`config.mk`:
```
export PLATFORM = sky130hd
export DESIGN_NAME = interp_sel_scheduler_flat
export DESIGN_NICKNAME = d
export VERILOG_FILES = /design/src/rtl/interp_sel_scheduler_if.sv /design/src/rtl/interp_sel_scheduler.sv /design/src/flat_wrapper.sv
export SDC_FILE = /design/constraint.sdc
export NUM_CORES = 1
export LEC_CHECK = 0
export ABC_AREA = 0
export CAP_MARGIN = 20
export CORE_MARGIN = 3
export CORE_UTILIZATION = 51
export DETAILED_ROUTE_END_ITERATION = 7
export GPL_TIMING_DRIVEN = 0
export PLACE_DENSITY = 0.88
export SLEW_MARGIN = 20
export SYNTH_ARGS = -nofsm -noshare
export SYNTH_HDL_FRONTEND = slang
export SYNTH_SLANG_ARGS = --single-unit
```
`constraint.sdc`:
```
create_clock -name clk_i -period 6 [get_ports clk_i]
set_input_delay 0.9 -clock clk_i [delete_from_list [all_inputs] [get_ports clk_i]]
set_output_delay 0.9 -clock clk_i [all_outputs]
set_load 0.01 [all_outputs]
```
`src/rtl/interp_sel_scheduler_if.sv`:
```
// Handshake bundle between the interpolation select scheduler and its driver.
// Member suffixes (_i/_o) are given from the scheduler's point of view.
interface interp_sel_scheduler_if;
  logic       start_i;
  logic       abort_i;
  logic       ready_i;
  logic [4:0] phase_mask_i;
  logic [7:0] sel_o;
  logic       sel_valid_o;
  logic       mux_valid_o;
  logic [2:0] phase_o;
  logic       busy_o;
  logic       done_o;

  modport slave (
    input  start_i, abort_i, ready_i, phase_mask_i,
    output sel_o, sel_valid_o, mux_valid_o, phase_o, busy_o, done_o
  );

  modport master (
    output start_i, abort_i, ready_i, phase_mask_i,
    input  sel_o, sel_valid_o, mux_valid_o, phase_o, busy_o, done_o
  );
endinterface

```
`src/rtl/interp_sel_scheduler.sv`:
```
// Walks the row/column mux select through the integer and half-pel phases of one block.
// Define SCHED_PHASE_MASK_EN to honour phase_mask_i; otherwise all five phases always run.
module interp_sel_scheduler #(
  parameter int unsigned NUM_PIXEL = 8
) (
  input logic                    clk_i,
  input logic                    rst_ni,
  interp_sel_scheduler_if.slave  bus
);

  // Contiguous index ranges; HALF_C must stay <= 255 for 8-bit arithmetic.
  localparam logic [7:0] INT_ROWS = 8'(NUM_PIXEL + 8);
  localparam logic [7:0] INT_COLS = 8'(NUM_PIXEL + 8 + NUM_PIXEL);
  localparam logic [7:0] HALF_A   = 8'(NUM_PIXEL + 8 + 2 * NUM_PIXEL);
  localparam logic [7:0] HALF_B   = 8'(NUM_PIXEL + 8 + 3 * NUM_PIXEL);
  localparam logic [7:0] HALF_C   = 8'(NUM_PIXEL + 8 + 4 * NUM_PIXEL);

  localparam logic [2:0] S_IDLE    = 3'd0;
  localparam logic [2:0] S_INT_ROW = 3'd1;
  localparam logic [2:0] S_INT_COL = 3'd2;
  localparam logic [2:0] S_HALF_A  = 3'd3;
  localparam logic [2:0] S_HALF_B  = 3'd4;
  localparam logic [2:0] S_HALF_C  = 3'd5;
  localparam logic [2:0] S_DONE    = 3'd6;

  // First enabled phase strictly after cur, or DONE when none is left.
  function automatic logic [2:0] next_phase(input logic [2:0] cur, input logic [4:0] mask);
    logic [2:0] nxt;
    nxt = S_DONE;
    if (cur < S_HALF_C  && mask[4]) nxt = S_HALF_C;
    if (cur < S_HALF_B  && mask[3]) nxt = S_HALF_B;
    if (cur < S_HALF_A  && mask[2]) nxt = S_HALF_A;
    if (cur < S_INT_COL && mask[1]) nxt = S_INT_COL;
    if (cur < S_INT_ROW && mask[0]) nxt = S_INT_ROW;
    return nxt;
  endfunction

  function automatic logic [7:0] phase_base(input logic [2:0] ph);
    case (ph)
      S_INT_COL: return INT_ROWS;
      S_HALF_A:  return INT_COLS;
      S_HALF_B:  return HALF_A;
      S_HALF_C:  return HALF_B;
      default:   return 8'd0;
    endcase
  endfunction

  function automatic logic [7:0] phase_last(input logic [2:0] ph);
    case (ph)
      S_INT_ROW: return INT_ROWS - 8'd1;
      S_INT_COL: return INT_COLS - 8'd1;
      S_HALF_A:  return HALF_A - 8'd1;
      S_HALF_B:  return HALF_B - 8'd1;
      default:   return HALF_C - 8'd1;
    endcase
  endfunction

  logic [2:0] state_q, state_d;
  logic [7:0] sel_q, sel_d;
  logic [4:0] mask_q, mask_d;
  logic       sel_valid_q, mux_valid_q, busy_q, done_q;
  logic       busy_d;
  logic [4:0] mask_eff;

`ifdef SCHED_PHASE_MASK_EN
  assign mask_eff = bus.phase_mask_i;
`else
  assign mask_eff = 5'b11111;
`endif

  always_comb begin
    // NOTE: every next-state variable gets its hold value first, so no path infers a latch.
    state_d = state_q;
    sel_d   = sel_q;
    mask_d  = mask_q;
    case (state_q)
      S_IDLE: begin
        if (bus.start_i) begin
          mask_d  = mask_eff;
          state_d = next_phase(S_IDLE, mask_eff);
          sel_d   = phase_base(state_d);
        end
      end
      S_INT_ROW, S_INT_COL, S_HALF_A, S_HALF_B, S_HALF_C: begin
        if (bus.ready_i) begin
          if (sel_q == phase_last(state_q)) begin
            state_d = next_phase(state_q, mask_q);
            sel_d   = phase_base(state_d);
          end else begin
            sel_d = sel_q + 8'd1;
          end
        end
      end
      default: begin
        state_d = S_IDLE;
        sel_d   = 8'd0;
      end
    endcase
    if (bus.abort_i) begin
      state_d = S_IDLE;
      sel_d   = 8'd0;
    end
  end

  assign busy_d = (state_d >= S_INT_ROW) && (state_d <= S_HALF_C);

  always_ff @(posedge clk_i) begin
    // NOTE: non-blocking assignments so every register samples pre-edge values together.
    if (!rst_ni) begin
      state_q     <= S_IDLE;
      sel_q       <= 8'd0;
      mask_q      <= 5'd0;
      sel_valid_q <= 1'b0;
      mux_valid_q <= 1'b0;
      busy_q      <= 1'b0;
      done_q      <= 1'b0;
    end else begin
      state_q     <= state_d;
      sel_q       <= sel_d;
      mask_q      <= mask_d;
      sel_valid_q <= busy_d;
      mux_valid_q <= sel_valid_q & bus.ready_i;
      busy_q      <= busy_d;
      done_q      <= (state_d == S_DONE);
    end
  end

  assign bus.sel_o       = sel_q;
  assign bus.sel_valid_o = sel_valid_q;
  assign bus.mux_valid_o = mux_valid_q;
  assign bus.phase_o     = state_q;
  assign bus.busy_o      = busy_q;
  assign bus.done_o      = done_q;

endmodule

```
`src/flat_wrapper.sv`:
```
// flat-port wrapper written by rule: the top's interface ports become plain ports
module interp_sel_scheduler_flat 
#(
  parameter int unsigned NUM_PIXEL = 8
)
  (clk_i, rst_ni, bus_start_i, bus_abort_i, bus_ready_i, bus_phase_mask_i, bus_sel_o, bus_sel_valid_o, bus_mux_valid_o, bus_phase_o, bus_busy_o, bus_done_o);
  interp_sel_scheduler_if bus_i ();
  input logic clk_i;
  input logic rst_ni;
  input wire logic [$bits(bus_i.start_i)-1:0] bus_start_i;
  input wire logic [$bits(bus_i.abort_i)-1:0] bus_abort_i;
  input wire logic [$bits(bus_i.ready_i)-1:0] bus_ready_i;
  input wire logic [$bits(bus_i.phase_mask_i)-1:0] bus_phase_mask_i;
  output wire logic [$bits(bus_i.sel_o)-1:0] bus_sel_o;
  output wire logic [$bits(bus_i.sel_valid_o)-1:0] bus_sel_valid_o;
  output wire logic [$bits(bus_i.mux_valid_o)-1:0] bus_mux_valid_o;
  output wire logic [$bits(bus_i.phase_o)-1:0] bus_phase_o;
  output wire logic [$bits(bus_i.busy_o)-1:0] bus_busy_o;
  output wire logic [$bits(bus_i.done_o)-1:0] bus_done_o;
  assign bus_i.start_i = bus_start_i;
  assign bus_i.abort_i = bus_abort_i;
  assign bus_i.ready_i = bus_ready_i;
  assign bus_i.phase_mask_i = bus_phase_mask_i;
  assign bus_sel_o = bus_i.sel_o;
  assign bus_sel_valid_o = bus_i.sel_valid_o;
  assign bus_mux_valid_o = bus_i.mux_valid_o;
  assign bus_phase_o = bus_i.phase_o;
  assign bus_busy_o = bus_i.busy_o;
  assign bus_done_o = bus_i.done_o;
  interp_sel_scheduler #(.NUM_PIXEL(NUM_PIXEL)) u_core (.clk_i(clk_i), .rst_ni(rst_ni), .bus(bus_i));
endmodule
```
==> results of run 1 <==
## state kept, by name (all words and copies together), names as in the netlist
| name | flops |
|---|---|
| u_core.bus.sel_o | 8 |
| u_core.bus.phase_o | 3 |
| u_core.bus.done_o | 1 |
| u_core.bus.mux_valid_o | 1 |
| u_core.bus.sel_valid_o | 1 |
| u_core.mask_q | 1 |
## power breakdown
part	total [mW]	internal [mW]	switching [mW]
Combinational	0.0240	0.0105	0.0136
Sequential	0.103	0.101	0.00179
Clock	0.0574	0.0258	0.0315
Total	0.184	0.137	0.0469
## synth_stat cells (all sizes together)
library cell,instances
a211o,1
a21oi,7
a32oi,1
or3,3
nor2,10
xnor2,6
nand4b,2
o22ai,1
o21a,2
nand2,13
a211oi,2
o21ai,6
nand4bb,1
a22oi,2
and2,2
ha,3
nand2b,2
nand3,6
buf,4
nor4,3
nand4,1
and3,1
o31ai,2
o21bai,1
a311o,1
a31oi,1
dfxtp,15
mux2i,3
inv,6
or4,1
clkbuf,4
nor2b,5
nor3,6
## layout make-up
cell class              instances  area [sq um]
plain buffers                   8          48.8
clock buffers                   4          26.3
well taps                      25          31.3
repair buffers                 18           180
fillers                       154           549
multi-input cells              95           606
inverters                       6          22.5
flip-flops and latches         15           300
## how the worst max path moves through the flow
stage | endpoint | cells after the start | slack, ns
2_1_floorplan | u_core.bus.sel_o[7] | 7 | 3.84
3_3_place_gp | u_core.bus.sel_o[6] | 7 | 3.37
3_5_place_dp | u_core.bus.sel_o[6] | 7 | 3.31
4_1_cts | u_core.bus.sel_o[6] | 7 | 3.60
5_1_grt | u_core.bus.sel_o[3] | 8 | 3.46
6_report | u_core.bus.sel_o[6] | 7 | 3.52
## metal layers
| layer | vias to the layer above | global-route usage | share of wire |
|---|---|---|---|
| met4 | 0 | 0.0968 | 0.016 |
| li1 | 482 | - | - |
| met1 | 443 | 0.272 | 0.43 |
| met5 | - | 0 | 0 |
| met3 | 4 | 0.0574 | 0.096 |
| met2 | 60 | 0.326 | 0.46 |
## kinds of logic (layout without fill, tap and decap cells)
family,Yosys count,in the layout,synth area share
AOI/OAI and AO/OA,27,27,0.181
xor gates and xnor gates,6,6,0.0615
adders and majority gates,3,3,0.0384
buffers and inverters,14,36,0.0730
DFF,15,15,0.307
muxes,3,3,0.0307
and+or+nand+nor,56,56,0.309
## worst register-to-register path, cell delays in order, from the launching register on
cell and delay (ns):
dfxtp_1 0.45, clkbuf_1 0.37, nor2_1 0.09, o21ai_0 0.41, inv_1 0.09, ha_1 0.31, nor4_1 0.29, mux2i_1 0.12
a31oi_1 0.16
## stage by stage
| step | cells | worst slack, ns |
|---|---|---|
| final | 171 | 3.52 |
| after global routing | 171 | 3.46 |
| after CTS | 171 | 3.60 |
| after detailed placement | 167 | 3.31 |
| after global placement | 167 | 3.37 |
| after floorplan | 124 | 3.84 |
==> impl_metrics.env, run 1 <==
export IMPL_status="complete, no violations"
export IMPL_clk_path_buf_depth=2
export IMPL_worst_endpoint_arrival_ns=2.68
export IMPL_drive_gt1_frac=0.0890
export IMPL_yosysTopAreaCell="dfxtp_1"
export IMPL_dr_first_iter_drc_count=37
export IMPL_crit_chain="clkdlybuf4s50_1 > nor3_1 > a21oi_1 > o22ai_1 > nor4_1 > xnor2_1 > nor3_1"
export IMPL_r2r_start="u_core.bus.phase_o[1]"
export IMPL_r2r_end="u_core.bus.sel_o[3]"
export IMPL_hold_viol=0
export IMPL_final_common_cell="clkdlybuf4s50_1"
export IMPL_cts_buffers=3
export IMPL_min_path_cells=1
export IMPL_insertedDiodeCount=0
export IMPL_die_area_sq_um=2480
export IMPL_ant_nets=0
export IMPL_insertion_delay_ns=0.28
export IMPL_die_x_microns=49.8
export IMPL_synth_cell_types=41
export IMPL_setup_violations_final=0
export IMPL_port_buffers=18
export IMPL_slew_viol_final=0
export IMPL_cpMostUsedCell="nor3_1"
export IMPL_max_slew_margin=0.483
export IMPL_grt_max_degree=11
export IMPL_syn_nets=137
export IMPL_post_cts_setup_buffers=0
export IMPL_holdWs_ns=0.533
export IMPL_ys_ff_latch=15
export IMPL_route_detailed_drc=0
export IMPL_area_growth_pct=24.3
export IMPL_clock_sinks=15
export IMPL_drv_cap=0
export IMPL_grt_overflow=0
export IMPL_io_pins=25
export IMPL_hold_end="u_core.bus.mux_valid_o"
export IMPL_fmax_mhz=404
export IMPL_cts_reportedPaths_clkPinSlew_ns=0.09
export IMPL_ff2ff_setup_slack_ns=3.65
export IMPL_grt_pass1_vias=941
export IMPL_vdd_drop_max_v=0.000115
export IMPL_finalSetupTns_ns=0
export IMPL_grt_pass1_wl_microns=4120
export IMPL_reg2reg_depth=8
export IMPL_start_kind="input pin"
export IMPL_via_per_inst=5.78
export IMPL_crit_fanout=9
export IMPL_coreArea_sq_um=1760
export IMPL_finalPower_mw=0.184
export IMPL_netlist_area_leader_share=0.307
export IMPL_cts_root_buf="clkbuf_4"
export IMPL_ctsHtreeMaxLevel=1
export IMPL_synth_area_sq_um=977
export IMPL_worstMarginPinSlew_ns=0.776
export IMPL_cp_startpoint="bus_start_i"
export IMPL_post_cts_resized=0
export IMPL_fin_crit_sh=0.413
export IMPL_fin_nets=160
export IMPL_initial_core_util=0.554
export IMPL_ys_warn_count=0
export IMPL_place_congestion=0.916
export IMPL_slowest_delay_ns=0.60
export IMPL_yosys_top_cells_area="dfxtp_1 31%, nand2_1 5.0%, xnor2_1 4.5%"
export IMPL_synthCells=124
export IMPL_dieHeight_microns=49.8
export IMPL_placed_area_sq_um=1190
export IMPL_slowest_stage="o22ai_1"
export IMPL_design_area_sq_um=1210
export IMPL_worstSetupPathType="input pin to flip-flop"
export IMPL_routed_wl_microns=2300
export IMPL_cpLargestDelayFamily="compound AO/OA/AOI/OAI gates"
export IMPL_hold_start="u_core.bus.sel_valid_o"
export IMPL_hold_path_class="flip-flop to flip-flop"
export IMPL_crit_buf_inv=1
export IMPL_required_ns=6.21
export IMPL_rows=15
export IMPL_end_kind="flip-flop"
export IMPL_antenna_found_initial=0
export IMPL_clock_skew_ns=0.00228
export IMPL_p_leak_nw=0.415
export IMPL_cts_tree="yes"
export IMPL_dp_hpwl_microns=1710
export IMPL_synth_seq_area_share=0.307
export IMPL_track_usage=0.211
export IMPL_fin_util=0.689
export IMPL_drtPass1Iterations=4
export IMPL_hold_buffers=0
export IMPL_rsz0062_at_grt="false"
export IMPL_power_density_nw_per_um2=152
export IMPL_wl_per_cell_microns=13.5
export IMPL_period_needed_ns=2.48
export IMPL_vias=989
export IMPL_postSynthAreaPerCell_sq_um=7.88
export IMPL_layout_common_cells="18 x clkdlybuf4s50_1, 15 x dfxtp_1, 13 x nand2_1"
(Power assumes the default switching activity.)
==> inputs of run 2 (changes only) <==
--- a/config.mk
+++ b/config.mk
@@ -8,10 +8,10 @@
 export ABC_AREA = 0
 export CAP_MARGIN = 20
 export CORE_MARGIN = 3
-export CORE_UTILIZATION = 51
+export CORE_UTILIZATION = 48
 export DETAILED_ROUTE_END_ITERATION = 7
 export GPL_TIMING_DRIVEN = 0
-export PLACE_DENSITY = 0.88
+export PLACE_DENSITY = 0.84
 export SLEW_MARGIN = 20
 export SYNTH_ARGS = -nofsm -noshare
 export SYNTH_HDL_FRONTEND = slang
==> constraint.sdc (replaced) <==
create_clock -name clk_i -period 2.5 [get_ports clk_i]
set_input_delay 0.375 -clock clk_i [delete_from_list [all_inputs] [get_ports clk_i]]
set_output_delay 0.375 -clock clk_i [all_outputs]
set_load 0.01 [all_outputs]
==> run 2 against run 1 <==
Compared with the run above: sequential power increased by 140%; worst setup slack got worse by 3.2 ns; flip-flop and latch count unchanged; highest routed layer unchanged; critical path type is now flip-flop to flip-flop; count of clock-buffer cells in the layout decreased by 1; wire length decreased by 1.6%; critical path depth increased by 1; largest power group unchanged.
==> impl_metrics.env, run 2 (same netlist as run 1, synthesis figures left out) <==
export IMPL_p_sw_mw=0.120
export IMPL_hold_path_class="input pin to flip-flop"
export IMPL_fmax_mhz=455
export IMPL_vdd_drop_max_v=0.000192
export IMPL_crit_path_end="u_core.bus.sel_o[3]"
export IMPL_fin_crit_sh=0.879
export IMPL_dr_first_iter_drc_count=27
export IMPL_rsz0062_at_grt="false"
export IMPL_ant_nets=0
export IMPL_coreArea_sq_um=1820
export IMPL_r2r_start="u_core.bus.phase_o[0]"
export IMPL_combPwrFrac=0.125
export IMPL_final_common_cell="clkdlybuf4s50_1"
export IMPL_p_leak_nw=0.421
export IMPL_power_density_nw_per_um2=367
export IMPL_required_ns=2.73
export IMPL_p_clk_frac=0.324
export IMPL_grt_overflow=0
export IMPL_clock_sinks=15
export IMPL_routed_wl_microns=2270
export IMPL_die_area_sq_um=2610
export IMPL_cts_buffers=3
export IMPL_insertion_delay_ns=0.30
export IMPL_drv_cap=0
export IMPL_wl_per_cell_microns=13.2
export IMPL_die_x_microns=51.1
export IMPL_largest_register_ffs=8
export IMPL_cts_tree="yes"
export IMPL_cts_root_buf="clkbuf_4"
export IMPL_hold_buffers=0
export IMPL_rows=15
export IMPL_route_detailed_drc=0
export IMPL_drtPass1Iterations=4
export IMPL_use_met1=0.271
export IMPL_max_slew_margin=0.547
export IMPL_cts_reportedPaths_clkPinSlew_ns=0.09
export IMPL_worstSetupPathType="flip-flop to flip-flop"
export IMPL_p_int_mw=0.327
export IMPL_finalSetupTns_ns=0
export IMPL_worstMarginPinSlew_ns=0.679
export IMPL_setup_violations_final=0
export IMPL_end_kind="flip-flop"
export IMPL_slew_viol_final=0
export IMPL_r2r_end="u_core.bus.sel_o[3]"
export IMPL_gr_usage_met2=0.311
export IMPL_io_pins=25
export IMPL_fin_util=0.669
export IMPL_post_cts_setup_buffers=0
export IMPL_clk_path_buf_depth=2
export IMPL_port_buffers=18
export IMPL_ff2ff_setup_slack_ns=0.30
export IMPL_clock_skew_ns=0.00410
export IMPL_grt_max_degree=11
export IMPL_fin_nets=160
export IMPL_netSwitchingFraction=0.268
export IMPL_initial_core_util=0.537
export IMPL_cp_startpoint="u_core.bus.phase_o[0]"
export IMPL_ctsHtreeMaxLevel=1
export IMPL_dpl_cell_count=167
export IMPL_track_usage=0.203
export IMPL_reg2reg_depth=8
export IMPL_crit_fanout=10
export IMPL_place_congestion=0.894
export IMPL_hold_start="bus_ready_i"
export IMPL_grt_pass1_wl_microns=4020
export IMPL_hold_viol=0
export IMPL_fin_cells=171
export IMPL_grt_use_met3=0.0350
export IMPL_insertedDiodeCount=0
export IMPL_p_seq_frac=0.551
export IMPL_grt_pass1_vias=924
export IMPL_antenna_found_initial=0
export IMPL_start_kind="flip-flop"
export IMPL_dp_hpwl_microns=1710
export IMPL_via_per_inst=5.84
export IMPL_finalPower_mw=0.447
export IMPL_status="complete, no violations"
export IMPL_dieHeight_microns=51.1
export IMPL_area_growth_pct=24.6
export IMPL_vias=999
export IMPL_grt_busiest_layer="met2"
export IMPL_post_cts_resized=0
export IMPL_holdWs_ns=0.495
export IMPL_layout_common_cells="18 x clkdlybuf4s50_1, 15 x dfxtp_1, 13 x nand2_1"
export IMPL_period_needed_ns=2.20
export IMPL_worst_endpoint_arrival_ns=2.43
export IMPL_drive_gt1_frac=0.103
## run 2: changes by cell type in the layout (fill, tap and decap cells not counted), sizes merged
cell | before | now
clkbuf | 8 | 7
clkinv | 0 | 1
## run 2: power by group through the flow
stage	Clock [mW]	Sequential [mW]	Combinational, mW
3_3_place_gp	0	0.251	0.0544
3_5_place_dp	0	0.252	0.0552
6_report	0.145	0.246	0.0558
5_1_grt	0.160	0.247	0.0618
2_1_floorplan	0	0.252	0.0343
4_1_cts	0.148	0.246	0.0556
## run 2: through the flow
step | instance area, sq um | worst slack [ns]
after CTS | 1220 | 0.108
after detailed placement | 1190 | 0.136
after global placement | 1190 | 0.269
final | 1220 | 0.302
after global routing | 1220 | 0.0367
after floorplan | 977 | 0.511
## run 2: area by class of cell
type	instances	area, sq um
buffer	8	50.0
clock buffer	3	22.5
clock inverter	1	5.00
fill	159	603
inverter	6	22.5
multi-input combinational	95	606
sequential	15	300
tap	25	31.3
timing repair buffer	18	180
## run 2: per-layer routing
layer  vias up  share of wire
met4         0          0.019
met3         5          0.080
met1       467           0.44
met2        44           0.46
li1        483              -
met5         -              0
## run 2: worst min-delay path by stage
stage,slack (ns),cells after the start,end
after global placement,0.50,1,u_core.bus.mux_valid_o
after CTS,0.50,2,u_core.bus.mux_valid_o
after floorplan,0.49,1,u_core.mask_q[0]
after detailed placement,0.51,1,u_core.bus.mux_valid_o
final,0.49,2,u_core.bus.mux_valid_o
after global routing,0.53,2,u_core.bus.mux_valid_o
## run 2: worst max-delay path: stages, from the launching register on
cell and delay, ns:
dfxtp_1 0.45, clkbuf_1 0.36, nor2_1 0.07, o21ai_1 0.27
inv_1 0.08, ha_1 0.28, nor4_1 0.34, mux2i_1 0.12
a31oi_1 0.17
